### config.mk
export PLATFORM = sky130hd
export DESIGN_NAME = mem_sram_ctrl
export DESIGN_NICKNAME = d
export VERILOG_FILES = /design/src/rtl/mem_sram_ctrl.sv
export SDC_FILE = /design/constraint.sdc
export NUM_CORES = 1
export LEC_CHECK = 0
export ABC_AREA = 1
export CAP_MARGIN = 20
export CORE_MARGIN = 3
export CORE_UTILIZATION = 40
export CTS_CLUSTER_SIZE = 30
export DETAILED_ROUTE_END_ITERATION = 8
export GPL_TIMING_DRIVEN = 0
export PLACE_DENSITY = 0.81
export RECOVER_POWER = 25
export SYNTH_ARGS = -nofsm -noshare
export SYNTH_HDL_FRONTEND = slang
export SYNTH_SLANG_ARGS = --single-unit
### constraint.sdc
create_clock -name clk -period 2.44 [get_ports clk]
set_input_delay 0.366 -clock clk [delete_from_list [all_inputs] [get_ports clk]]
set_output_delay 0.366 -clock clk [all_outputs]
set_load 0.1 [all_outputs]
### src/rtl/mem_sram_ctrl.sv
// Word-to-halfword SRAM responder for the MEM stage: each 32-bit access is split
// into a low and a high 16-bit phase, each held WAIT_CYCLES+1 cycles.
module mem_sram_ctrl #(
  parameter int unsigned BASE_ADDR   = 1024,
  parameter int unsigned WAIT_CYCLES = 1,
  parameter int unsigned SRAM_AW     = 18
) (
  input  logic               clk,
  input  logic               rst,
  input  logic               MEM_R_en,
  input  logic               MEM_W_en,
  input  logic [31:0]        address,
  input  logic [31:0]        write_data,
  output logic [31:0]        read_data,
  output logic               ready,
  output logic [SRAM_AW-1:0] sram_addr,
  output logic [15:0]        sram_dq_out,
  input  logic [15:0]        sram_dq_in,
  output logic               sram_dq_oe,
  output logic               sram_we_n
);

  typedef enum logic [1:0] {IDLE, LOW, HIGH, DONE} state_t;

  localparam logic [3:0] WAIT_LAST = 4'(WAIT_CYCLES);

  state_t             state_q, state_d;
  logic [3:0]         cnt_q, cnt_d;
  logic               is_wr_q, is_wr_d;
  logic [15:0]        wdata_hi_q, wdata_hi_d;
  logic [31:0]        rdata_q, rdata_d;
  logic [SRAM_AW-1:0] addr_q, addr_d;
  logic [15:0]        dq_out_q, dq_out_d;
  logic               oe_q, oe_d;
  logic               we_n_q, we_n_d;

  logic        req;
  logic [31:0] off;
  logic        unused_off_bits;

  assign req             = MEM_R_en | MEM_W_en;
  assign off             = address - 32'(BASE_ADDR);
  assign unused_off_bits = ^{off[31:SRAM_AW+1], off[1:0]};

  assign ready       = ~req | (state_q == DONE);
  assign read_data   = rdata_q;
  assign sram_addr   = addr_q;
  assign sram_dq_out = dq_out_q;
  assign sram_dq_oe  = oe_q;
  assign sram_we_n   = we_n_q;

  always_comb begin
    state_d    = state_q;
    cnt_d      = cnt_q;
    is_wr_d    = is_wr_q;
    wdata_hi_d = wdata_hi_q;
    rdata_d    = rdata_q;
    addr_d     = addr_q;
    dq_out_d   = dq_out_q;
    oe_d       = oe_q;
    we_n_d     = we_n_q;

    case (state_q)
      IDLE: begin
        oe_d   = 1'b0;
        we_n_d = 1'b1;
        if (req) begin
          state_d    = LOW;
          cnt_d      = '0;
          is_wr_d    = MEM_W_en;
          wdata_hi_d = write_data[31:16];
          addr_d     = {off[SRAM_AW:2], 1'b0};
          if (MEM_W_en) begin
            dq_out_d = write_data[15:0];
            oe_d     = 1'b1;
            we_n_d   = 1'b0;
          end
        end
      end
      LOW, HIGH: begin
        if (cnt_q == WAIT_LAST) begin
          cnt_d = '0;
          if (!is_wr_q) begin
            if (state_q == LOW) rdata_d[15:0]  = sram_dq_in;
            else                rdata_d[31:16] = sram_dq_in;
          end
          if (state_q == LOW) begin
            state_d = HIGH;
            addr_d  = {addr_q[SRAM_AW-1:1], 1'b1};
            if (is_wr_q) begin
              dq_out_d = wdata_hi_q;
              we_n_d   = 1'b0;
            end
          end else begin
            state_d = DONE;
            oe_d    = 1'b0;
            we_n_d  = 1'b1;
          end
        end else begin
          cnt_d = cnt_q + 4'd1;
          // Strobe rises one cycle before the phase ends so data/address outlast it.
          we_n_d = ~is_wr_q | ((cnt_q + 4'd1) == WAIT_LAST);
        end
      end
      DONE: begin
        state_d = IDLE;
      end
      default: begin
        state_d = IDLE;
        oe_d    = 1'b0;
        we_n_d  = 1'b1;
      end
    endcase
  end

  always_ff @(posedge clk or negedge rst) begin
    if (!rst) begin
      state_q    <= IDLE;
      cnt_q      <= '0;
      is_wr_q    <= 1'b0;
      wdata_hi_q <= '0;
      rdata_q    <= '0;
      addr_q     <= '0;
      dq_out_q   <= '0;
      oe_q       <= 1'b0;
      we_n_q     <= 1'b1;
    end else begin
      state_q    <= state_d;
      cnt_q      <= cnt_d;
      is_wr_q    <= is_wr_d;
      wdata_hi_q <= wdata_hi_d;
      rdata_q    <= rdata_d;
      addr_q     <= addr_d;
      dq_out_q   <= dq_out_d;
      oe_q       <= oe_d;
      we_n_q     <= we_n_d;
    end
  end

endmodule

==> tab_implementation.tex, run 1 <==
\begin{tabular}{lr}
\hline
Metric & Value \\
\hline
\multicolumn{2}{l}{\textbf{Outcome}} \\
Outcome & complete, but fails checks \\
Failing checks & max-capacitance violations, max-slew violations \\
\multicolumn{2}{l}{\textbf{Global routing}} \\
Antenna violations before repair & 0 \\
Number of global-route vias before repair & 3420 \\
Maximum number of pins on one net before global-route repair & 64 \\
Combined global-route utilization of all metal layers & 18.07\% \\
Total global routing overflow & 0 \\
Wire length of the first global-routing pass & roughly 16000 um \\
\multicolumn{2}{l}{\textbf{Place}} \\
Port Buf Inserts & 137 \\
GPL Wtd Cong & 0.8371 \\
Post-DP HPWL & 7542 um \\
Post-detailed-placement cell area & 5640 um2 \\
\multicolumn{2}{l}{\textbf{STA}} \\
Rel. slew slack & -9.911\% \\
Final hold violations & 0 \\
Minimum period implied by the final worst setup slack & 2.244 ns \\
Final setup violation count & 0 \\
Worst Max-Slew Pin Slew & 1.649 ns \\
Final critical-path share of the clock period & 91.97\% \\
Number of max-slew violations in the final report & 29 \\
RSZ-0062 raised after global routing & false \\
Maximum frequency from static timing analysis & 445.6 MHz \\
Worst Clk Skew & between 0.01 and 0.015 ns \\
\multicolumn{2}{l}{\textbf{Final layout}} \\
Commonest cells after routing, fill and taps aside & 134 x clkdlybuf4s50\_1, 90 x dfrtp\_1, 85 x nand2\_1 \\
Number of filler cells placed in the layout & 840 \\
Fraction of final layout cells sized beyond drive strength 1 & 14.55\% \\
Layout-stage area growth over the synthesis result & 42.65\% \\
Most common cell after layout, fill and taps aside & clkdlybuf4s50\_1 \\
Antenna diode count & 0 \\
Finished Cell Area & 5817 um2 \\
Fin nets & 640 \\
\multicolumn{2}{l}{\textbf{Synth}} \\
Count of warnings emitted by yosys & 0 \\
Mapped Area & 4078 um2 \\
Total of flip-flops plus latches after synthesis & 91 \\
Sequential-to-total area share from yosys stat & between 50\% and 60\% \\
Yosys cell types & 34 \\
Fraction of synthesized cell area taken by the top area cell type & around 55\% \\
Post-Synthesis Mean Instance Area & 10.30 um2 \\
Post-Syn Nets & 490 \\
Synth top area cells & dfrtp\_1 55\%, nand2\_1 7.8\%, mux2\_2 4.4\% \\
Number of cells produced by synthesis & roughly 400 \\
Cell type with the highest aggregate area in the netlist & dfrtp\_1 \\
\multicolumn{2}{l}{\textbf{CTS}} \\
Longest Clk Path Bufs & 2 \\
Num Clock Sinks & approximately 90 \\
Clock tree from TritonCTS & done \\
CTS H-tree lvls & 3 \\
Clock transition at the register clock pins on the worst setup and hold paths after CTS & 0.09 ns \\
CTS Buf Count & 9 \\
Count of buffers added by post-CTS timing repair for setup & 0 \\
Library cell used as clock root buffer & clkbuf\_8 \\
Clock latency reported for the late side of the worst-skew pair & $\sim$0.36 ns \\
\multicolumn{2}{l}{\textbf{Worst setup path}} \\
CP Data Arrival Time & 1.88 ns \\
Start-to-end type of the worst setup path & reg2out \\
Sort of element at the end of the critical path & output port \\
CP Max Fanout & 2 \\
Startpoint kind of the worst setup timing path & flop \\
Required @ worst endpoint & between 2 and 2.5 ns \\
Standard cell with the maximum stage delay on the critical path & clkdlybuf4s50\_1 \\
Buffers plus inverters on the worst setup path & 1 \\
Delay of the slowest critical-path stage & 1.14 ns \\
Kind of cell with the highest combined delay on the critical path & buffers and inverters \\
Sequence of cells on the critical path & clkdlybuf4s50\_1 \\
\multicolumn{2}{l}{\textbf{Worst hold path}} \\
Hold Path Class & reg2reg \\
\multicolumn{2}{l}{\textbf{Flow run}} \\
Max-cap violations & 1 \\
\multicolumn{2}{l}{\textbf{Routing}} \\
Violation count after the first detailed-route iteration & 109 \\
Aggregate routed wire length & around 10000 um \\
DR pass1 iterations & 4 \\
Number of vias in the routed layout & 3249 \\
Final antenna-violating net count & 0 \\
Number of design rule violations left after detail routing & 0 \\
Number of vias per cell after detailed routing & 4.757 \\
WL per Instance & approximately 15 um \\
\multicolumn{2}{l}{\textbf{Floorplan}} \\
Full die area & around 11000 um2 \\
Row count & 36 \\
Horizontal die dimension & about 110 um \\
Die extent in y & $\sim$110 um \\
Core area & 9864 um2 \\
Number of I/O pins & 153 \\
Initial Util & 41.34\% \\
\hline
\end{tabular}
[final cells by class]
cell class	count	area, um2	area share, %
Buffer	14	97.59	1.678
Clock buffer	9	123.9	2.129
Clock inverter	6	48.80	0.8389
Inverter	46	172.7	2.968
Multi-Input combinational cell	245	1529	26.29
Sequential cell	91	2278	39.17
Tap cell	133	166.4	2.861
Timing Repair Buffer	139	1400	24.07
[cells by family (layout without fill, tap and decap cells)]
group / count (synthesis) / count (layout) / share of synthesized area, %
flops: 91 / 91 / 55.88
buf+inv: 60 / 214 / 6.628
xor+xnor: 5 / 5 / 1.074
mux: 32 / 32 / 8.346
compound gates: 80 / 80 / 12.46
fa+ha+maj: 10 / 10 / 3.068
simple gates: 118 / 118 / 12.55
[metrics by stage]
step	std cells	worst slack (ns)	hold slack [ns]	util, %	setup TNS, ns
floorplan	396	0.8076	0.07041	-	0
global placement	666	-2.295	0.4557	56.93	-207.39
detailed placement	667	-0.2292	0.3286	57.18	-0.2292
CTS	683	0.01071	0.4839	59.02	0
global route	683	0.09301	0.4978	58.97	0
finish	683	0.1958	0.4802	58.97	0
[final timing paths]
kind / startpoint / endpoint / slack, ns / depth (start not counted)
max in group asynchronous: rst / sram_we_n$_DFFE_PN1P_ / 0.44 / 3
worst max-delay path: read_data[27]$_DFFE_PN0P_ / read_data[27] / 0.20 / 1
worst min register to register: sram_we_n$_DFFE_PN1P_ / sram_we_n$_DFFE_PN1P_ / 0.48 / 2
min in group asynchronous: rst / state_q[0]$_DFFE_PN0P_ / 0.97 / 2
worst min-delay path: sram_we_n$_DFFE_PN1P_ / sram_we_n$_DFFE_PN1P_ / 0.48 / 2
worst max register to register: state_q[0]$_DFFE_PN0P_ / read_data[21]$_DFFE_PN0P_ / 0.47 / 8
[flip-flops by register name (all words and copies together), names as in the netlist]
| name | flops |
|---|---|
| sram_addr | 18 |
| sram_we_n | 1 |
| read_data | 32 |
| is_wr_q | 1 |
| sram_dq_oe | 1 |
| sram_dq_out | 16 |
| cnt_q | 4 |
| state_q | 2 |
| wdata_hi_q | 16 |
[synthesized netlist by cell type]
cell type   n
nand3_1     9
nand2_4     2
dfrtp_1    90
o21ai_0    31
clkbuf_1    1
nand2_1    85
nor3_1      2
o21ai_2    16
o21ai_1    19
mux2i_1    16
o22ai_1     1
inv_1      41
xnor2_1     1
o21bai_1    1
dfstp_2     1
mux2_2     16
or2_2       1
nand4_1     2
buf_8       1
o21ai_4     1
inv_2       5
o21a_1      1
xor2_1      4
clkbuf_2    1
nor2_2      4
a21oi_1     2
nor2_4      1
a22o_1      8
nor2_1      9
nand2_2     1
buf_2       8
nand3_2     2
ha_1       10
buf_6       3
[worst register-to-register path, cell delays in order (launching register included)]
cell and delay, ns:
dfrtp_1 0.46, inv_1 0.11, ha_1 0.29, buf_2 0.15, nand2_1 0.08, inv_1 0.07
nand3_2 0.14, clkbuf_1 0.38, o21ai_0 0.16
[metal layers]
layer  wire length, um  track usage [%]  up-vias
met5                 0                0        -
met4               202            6.393        0
met3               655            4.756       18
met2              4718            29.14      114
met1              4440            23.61     1530
li1                  -                -     1587
[what timing repair did]
action	CTS	global route
resized for setup	1	3
hold buffers	1	0
endpoints found under the hold margin	28	0
endpoints found under the setup margin	1	2
cloned	0	0
Power of run 1 is left out: the tool's default activity adds up to more than one toggle a clock period on the data nets, which glitch-free logic cannot reach.
==> run 2: changes to the inputs <==
--- a/config.mk
+++ b/config.mk
@@ -9,7 +9,7 @@
 export CAP_MARGIN = 20
 export CORE_MARGIN = 3
 export CORE_UTILIZATION = 40
-export CTS_CLUSTER_SIZE = 30
+export CTS_CLUSTER_SIZE = 24
 export DETAILED_ROUTE_END_ITERATION = 8
 export GPL_TIMING_DRIVEN = 0
 export PLACE_DENSITY = 0.81
==> results of run 2 <==
The final DEF is identical to that of run 1; final timing and power are the same.
Power of run 2 is left out for the same reason.
